`config.mk`:
```
export PLATFORM = sky130hd
export DESIGN_NAME = kernel_buffer_loader
export DESIGN_NICKNAME = d
export VERILOG_FILES = /design/src/rtl/kernel_buffer_loader.sv
export SDC_FILE = /design/constraint.sdc
export NUM_CORES = 2
export LEC_CHECK = 0
export ABC_CLOCK_PERIOD_IN_PS = 2800
export CAP_MARGIN = 15
export CELL_PAD_IN_SITES_DETAIL_PLACEMENT = 0
export CELL_PAD_IN_SITES_GLOBAL_PLACEMENT = 1
export CORE_AREA = 2 2 464 466
export CTS_CLUSTER_DIAMETER = 40
export DETAILED_ROUTE_END_ITERATION = 6
export DIE_AREA = 0 0 466 468
export HOLD_SLACK_MARGIN = 0.03
export PLACE_DENSITY = 0.7
export SLEW_MARGIN = 10
export SYNTH_ARGS = -nofsm -noshare
export SYNTH_HDL_FRONTEND = slang
export SYNTH_SLANG_ARGS = --single-unit
export TNS_END_PERCENT = 10
```
`constraint.sdc`:
```
create_clock -name clock -period 2.8 [get_ports clock]
set_clock_uncertainty 0.05 [all_clocks]
set_input_delay 0.56 -clock clock [delete_from_list [all_inputs] [get_ports clock]]
set_output_delay 0.56 -clock clock [all_outputs]
set_load 0.01 [all_outputs]
```
`src/rtl/kernel_buffer_loader.sv`:
```
// Kernel buffer loader: collects SIZE stream words per row into staging lanes
// and writes each completed row to SIZE parallel banks at (base + row) mod DEPTH.
// Optional feature: define KB_LOADER_LAST_CHECK_EN to check s_last framing.
// The dina_0..dina_7 port list assumes SIZE = 8.
module kernel_buffer_loader #(
   parameter  int unsigned SIZE  = 8,
   parameter  int unsigned DEPTH = 32,
   localparam int unsigned AW    = $clog2(DEPTH),
   localparam int unsigned LW    = $clog2(SIZE),
   localparam int unsigned DW    = 128
) (
   input  logic          clock,
   input  logic          reset,
   input  logic          start,
   input  logic [AW-1:0] base_addr,
   input  logic [AW:0]   num_rows,
   input  logic          s_valid,
   output logic          s_ready,
   input  logic [DW-1:0] s_data,
   input  logic          s_last,
   output logic          wea,
   output logic [AW-1:0] addra,
   output logic [DW-1:0] dina_0,
   output logic [DW-1:0] dina_1,
   output logic [DW-1:0] dina_2,
   output logic [DW-1:0] dina_3,
   output logic [DW-1:0] dina_4,
   output logic [DW-1:0] dina_5,
   output logic [DW-1:0] dina_6,
   output logic [DW-1:0] dina_7,
   output logic          busy,
   output logic          done,
   output logic          error
);

   typedef enum logic [1:0] {IDLE, LOAD, WRITE, FINISH} state_t;

   state_t        state_q, state_d;
   logic [AW-1:0] base_q, base_d;
   logic [AW:0]   rows_q, rows_d;
   logic [AW:0]   row_q, row_d;
   logic [LW-1:0] lane_q, lane_d;
   logic          err_q, err_d;
   logic [DW-1:0] stage_q [SIZE-1];
   logic [DW-1:0] stage_d [SIZE-1];
   logic [DW-1:0] dina_q [SIZE];
   logic [DW-1:0] dina_d [SIZE];
   logic          wea_q, wea_d;
   logic [AW-1:0] addra_q, addra_d;
   logic          s_ready_q, s_ready_d;
   logic          busy_q, busy_d;
   logic          done_q, done_d;
   logic          error_q, error_d;

   logic          fire;
   logic          last_lane;
   logic          last_row;
   logic          abort;

`ifndef KB_LOADER_LAST_CHECK_EN
   logic          unused_last;
   assign unused_last = s_last;
`endif

   // State and datapath registers with synchronous reset
   always_ff @(posedge clock) begin
      if (reset) begin
         state_q   <= IDLE;
         base_q    <= '0;
         rows_q    <= '0;
         row_q     <= '0;
         lane_q    <= '0;
         err_q     <= 1'b0;
         for (int k = 0; k < int'(SIZE) - 1; k++) stage_q[k] <= '0;
         for (int k = 0; k < int'(SIZE); k++) dina_q[k] <= '0;
         wea_q     <= 1'b0;
         addra_q   <= '0;
         s_ready_q <= 1'b0;
         busy_q    <= 1'b0;
         done_q    <= 1'b0;
         error_q   <= 1'b0;
      end else begin
         state_q   <= state_d;
         base_q    <= base_d;
         rows_q    <= rows_d;
         row_q     <= row_d;
         lane_q    <= lane_d;
         err_q     <= err_d;
         stage_q   <= stage_d;
         dina_q    <= dina_d;
         wea_q     <= wea_d;
         addra_q   <= addra_d;
         s_ready_q <= s_ready_d;
         busy_q    <= busy_d;
         done_q    <= done_d;
         error_q   <= error_d;
      end
   end

   // Next-state, counters, staging, and registered output decode
   always_comb begin
      state_d   = state_q;
      base_d    = base_q;
      rows_d    = rows_q;
      row_d     = row_q;
      lane_d    = lane_q;
      err_d     = err_q;
      stage_d   = stage_q;
      dina_d    = dina_q;
      addra_d   = addra_q;
      fire      = s_valid && (state_q == LOAD);
      last_lane = (lane_q == LW'(SIZE - 1));
      last_row  = (row_q == (rows_q - (AW+1)'(1)));
      abort     = 1'b0;

      case (state_q)
         IDLE: begin
            err_d = 1'b0;
            if (start) begin
               if ((num_rows != '0) && (num_rows <= (AW+1)'(DEPTH))) begin
                  base_d  = base_addr;
                  rows_d  = num_rows;
                  row_d   = '0;
                  lane_d  = '0;
                  state_d = LOAD;
               end else begin
                  err_d   = 1'b1;
                  state_d = FINISH;
               end
            end
         end
         LOAD: begin
            if (fire) begin
`ifdef KB_LOADER_LAST_CHECK_EN
               abort = s_last && !(last_lane && last_row);
               if (last_lane && last_row && !s_last) err_d = 1'b1;
`endif
               if (abort) begin
                  err_d   = 1'b1;
                  state_d = FINISH;
               end else if (last_lane) begin
                  // Final lane bypasses staging so the row is written next cycle
                  for (int k = 0; k < int'(SIZE) - 1; k++) dina_d[k] = stage_q[k];
                  dina_d[SIZE-1] = s_data;
                  addra_d        = base_q + row_q[AW-1:0];
                  lane_d         = '0;
                  state_d        = WRITE;
               end else begin
                  for (int k = 0; k < int'(SIZE) - 1; k++) begin
                     if (lane_q == LW'(k)) stage_d[k] = s_data;
                  end
                  lane_d = lane_q + LW'(1);
               end
            end
         end
         WRITE: begin
            row_d   = row_q + (AW+1)'(1);
            state_d = last_row ? FINISH : LOAD;
         end
         FINISH: begin
            state_d = IDLE;
         end
         default: begin
            state_d = IDLE;
         end
      endcase

      s_ready_d = (state_d == LOAD);
      busy_d    = (state_d != IDLE);
      wea_d     = (state_d == WRITE);
      done_d    = (state_d == FINISH);
      error_d   = (state_d == FINISH) && err_d;
   end

   assign s_ready = s_ready_q;
   assign busy    = busy_q;
   assign wea     = wea_q;
   assign addra   = addra_q;
   assign done    = done_q;
   assign error   = error_q;
   assign dina_0  = dina_q[0];
   assign dina_1  = dina_q[1];
   assign dina_2  = dina_q[2];
   assign dina_3  = dina_q[3];
   assign dina_4  = dina_q[4];
   assign dina_5  = dina_q[5];
   assign dina_6  = dina_q[6];
   assign dina_7  = dina_q[7];

endmodule

```
==> qor.txt <==
SETUP PATH
------------------------------------------------------------------------------------------------------
Worst-path cell chain ................................................................... clkdlybuf4s50_1
Worst r2r path cells ....................................................................            8
Delay of the slowest cell on the worst path .............................................      0.76 ns
Total stage count of the critical path ..................................................            1
Worst path required time ................................................................      2.19 ns
Kind of cell adding the most delay to the critical path ................................. buffers and inverters
Classification of the worst setup path .................................................. flop to output port
Data arrival at the endpoint of the critical path .......................................      2.08 ns
Largest driver fanout on the critical path ..............................................            2
Slowest-stage cell, CP .................................................................. sky130_fd_sc_hd__clkdlybuf4s50_1
Crit. End Element .......................................................................  output port
Startpoint type of the worst setup path .................................................         flop
Critical path buffer and inverter count .................................................            1

STA
------------------------------------------------------------------------------------------------------
Worst slew slack as a fraction of its limit .............................................        40.3%
Worst slew pin tran .....................................................................     0.893 ns
Sum Neg Setup Slack .....................................................................         0 ns
Hold violation count in the final report ................................................            0
Setup WS post-layout ....................................................................     0.107 ns
Timing-limited maximum frequency ........................................................      371 MHz
Shortest clock period the worst path allows after layout ................................      2.69 ns
Final number of max-transition violations ...............................................            0
Final Cycle Share .......................................................................        96.2%
Worst Hold Slack ........................................................................     0.162 ns
Setup repair after global routing missed its margin .....................................        false
Final setup violation count .............................................................            0

FLOORPLANNING
------------------------------------------------------------------------------------------------------
Die width ...............................................................................       466 um
Core area ...............................................................................    0.213 mm2
Area of the die .........................................................................    0.218 mm2
Initial cell density of the core ........................................................        31.6%
Number of top-level design ports ........................................................         1178
Floorplan row count .....................................................................          170
Die Y-Extent ............................................................................       468 um

SYNTH
------------------------------------------------------------------------------------------------------
Synthesized net count ...................................................................         8803
Synth Cell Area .........................................................................   0.0675 mm2
Synth top area share ....................................................................        57.9%
Number of synthesized flops with an enable pin ..........................................            0
#FFs+latches synth ......................................................................         1953
Share of the yosys chip area belonging to registers .....................................        57.9%
Area leader, netlist .................................................................... sky130_fd_sc_hd__dfxtp_1
Synth unique cells ......................................................................           43
Dominant cells by area after synthesis .................................................. sky130_fd_sc_hd__dfxtp_1, sky130_fd_sc_hd__nand2_1, sky130_fd_sc_hd__a21oi_1, sky130_fd_sc_hd__clkbuf_1, sky130_fd_sc_hd__buf_2
Cells after Synth .......................................................................         8646
Synth warnings ..........................................................................            0
Leading cell types by count after synthesis ............................................. sky130_fd_sc_hd__nand2_1, sky130_fd_sc_hd__dfxtp_1, sky130_fd_sc_hd__a21oi_1
Leading cell type by number of instances after synthesis ................................ sky130_fd_sc_hd__nand2_1
Post-synthesis area per instance ........................................................     7.81 um2
Fraction of registers with async set or reset after synthesis ...........................           0%
Predominant post-synthesis flop cell .................................................... sky130_fd_sc_hd__dfxtp_1

PWR
------------------------------------------------------------------------------------------------------
Leakage power figure ....................................................................      31.2 nW
P per Cell Area .........................................................................   749 mW/mm2
Worst supply voltage drop on vdd ........................................................       656 uV

CLOCKING
------------------------------------------------------------------------------------------------------
Post CTS Setup Buffer Count .............................................................            0
Clock latency on the worst-skew pair ....................................................      0.96 ns
Max Buffers Root-to-Sink ................................................................            4
TritonCTS clock tree ....................................................................        built
Master cell of the clock root buffer .................................................... sky130_fd_sc_hd__clkbuf_16
Clock transition at the register clock pins on the worst setup and hold paths after CTS .      0.05 ns
H-Tree Level Count ......................................................................            5
Clock buffers created by TritonCTS ......................................................          322
Total clock sinks .......................................................................         1953

ROUTING
------------------------------------------------------------------------------------------------------
Total wirelength of the detailed-routed design ..........................................    273000 um
Routed length on met2 ...................................................................    124000 um
Detailed Routing Iterations Pass 1 ......................................................            5
Routed vias .............................................................................        62.3k
Routed wire per std cell ................................................................      21.5 um
Met3 layer wire length in the routed design .............................................     20200 um
Uppermost routed layer ..................................................................         met5
DR DRC count ............................................................................            0
Drt via density .........................................................................         4.90
Number of violations reported at the end of detailed-routing iteration 0 ................         4954
M1 wire length ..........................................................................    118000 um
Antenna-violating nets left .............................................................            0

CELLS AND AREA
------------------------------------------------------------------------------------------------------
Layout Area Growth over Synthesis .......................................................        39.6%
Post-route core utilization .............................................................        44.2%
Number of nets at the end of the flow ...................................................         9798
Share of cells above drive strength 1 ...................................................        8.43%

GRT
------------------------------------------------------------------------------------------------------
First-pass GRT wire length ..............................................................    394000 um
Vias in the first global route ..........................................................        58.7k
Pin count of the biggest net entering global routing ....................................          101
Antenna violations before repair ........................................................            7
Remaining Overflow, GRT .................................................................            0
Global router's overall resource usage ..................................................        24.0%

PLACED DESIGN
------------------------------------------------------------------------------------------------------
Weighted congestion at the end of routability-driven global placement ...................        0.837
Input/output buffers ....................................................................         1176
DPL Wire Length .........................................................................    179000 um
Post-placement setup slack ..............................................................    0.0139 ns

RUN STATUS
------------------------------------------------------------------------------------------------------
Run status .............................................................................. finished, final reports clean

RUN
------------------------------------------------------------------------------------------------------
Number of max-cap violations ............................................................            0

MIN PATH
------------------------------------------------------------------------------------------------------
Path type of the worst min-delay path ................................................... input pin to flop
Count of cells along the worst hold path ................................................            3

area by class of cell:
cell class / count / area, um2
Sequential cell: 1953 / 39100
Tap cell: 2838 / 3550
Inverter: 12 / 45.0
Timing Repair Buffer: 1444 / 15200
Multi-Input combinational cell: 5908 / 25200
Antenna cell: 4 / 10.0
Clock inverter: 181 / 2430
Clock buffer: 384 / 8690
Fill cell: 20900 / 119000
worst paths after layout:
path / end / start / slack, ns
min reg2reg: dina_3[38] / stage_q[422] / 0.33
max: dina_1[11] / dina_1[11] / 0.11
min: base_q[4] / base_addr[4] / 0.16
max reg2reg: stage_q[568] / lane_q[0] / 0.28
stage by stage:
| stage | cells | power (mW) | area (um2) |
|---|---|---|---|
| 5_1_grt | 12700 | 72.6 | 94200 |
| 3_3_place_gp | 12200 | 30.4 | 83100 |
| 6_report | 12700 | 70.6 | 94200 |
| 3_5_place_dp | 12200 | 30.4 | 83100 |
| 2_1_floorplan | 8646 | 29.4 | 67500 |
| 4_1_cts | 12700 | 71.2 | 94200 |
power breakdown:
group	total, mW	internal, mW	switching, mW
Sequential	28.0	27.9	0.0722
Clock	40.8	26.4	14.4
Combinational	1.80	0.493	1.30
Total	70.6	54.8	15.7
state kept, by name, indices dropped and copies added, names as in the netlist, 128 cells and up:
signal	flops
dina_3	128
dina_0	128
stage_q	896
dina_1	128
dina_6	128
dina_5	128
dina_7	128
dina_4	128
dina_2	128
layer usage:
metal | global-route usage (%) | vias up
met3 | 5.73 | 449
met5 | 0 | -
li1 | - | 29700
met4 | 10.3 | 8
met1 | 31.3 | 30000
met2 | 37.7 | 2181
cells by family after synthesis:
group / Yosys count / synth area share (%)
xor+xnor: 16 / 0.208
compound gates: 1949 / 14.5
simple gates: 3919 / 22.0
buf+inv: 785 / 4.93
fa+ha+maj: 13 / 0.252
mux: 11 / 0.163
flops: 1953 / 57.9
timing repair:
item / CTS / global route
gates resized for setup: 0 / 0
endpoints found under the hold margin: 43 / 0
hold buffers: 1 / 0
layout by cell type (no fill, tap or decap), types with 11 or more instances in the layout:
cell / netlist / final
sky130_fd_sc_hd__clkinv_2: 0 / 33
sky130_fd_sc_hd__xnor2_1: 12 / 12
sky130_fd_sc_hd__buf_12: 0 / 114
sky130_fd_sc_hd__nand2_1: 3856 / 3852
sky130_fd_sc_hd__bufinv_16: 0 / 45
sky130_fd_sc_hd__clkbuf_16: 0 / 326
sky130_fd_sc_hd__a21oi_1: 1929 / 1929
sky130_fd_sc_hd__clkbuf_1: 471 / 27
sky130_fd_sc_hd__clkinvlp_4: 0 / 44
sky130_fd_sc_hd__inv_1: 12 / 12
sky130_fd_sc_hd__clkdlybuf4s50_1: 0 / 1175
sky130_fd_sc_hd__clkbuf_8: 0 / 31
sky130_fd_sc_hd__ha_1: 12 / 12
sky130_fd_sc_hd__nor2_1: 24 / 24
sky130_fd_sc_hd__clkinv_4: 0 / 26
sky130_fd_sc_hd__buf_4: 0 / 153
sky130_fd_sc_hd__dfxtp_1: 1953 / 1953
sky130_fd_sc_hd__mux2i_1: 11 / 11
sky130_fd_sc_hd__inv_6: 0 / 27
(Power assumes the default switching activity.)
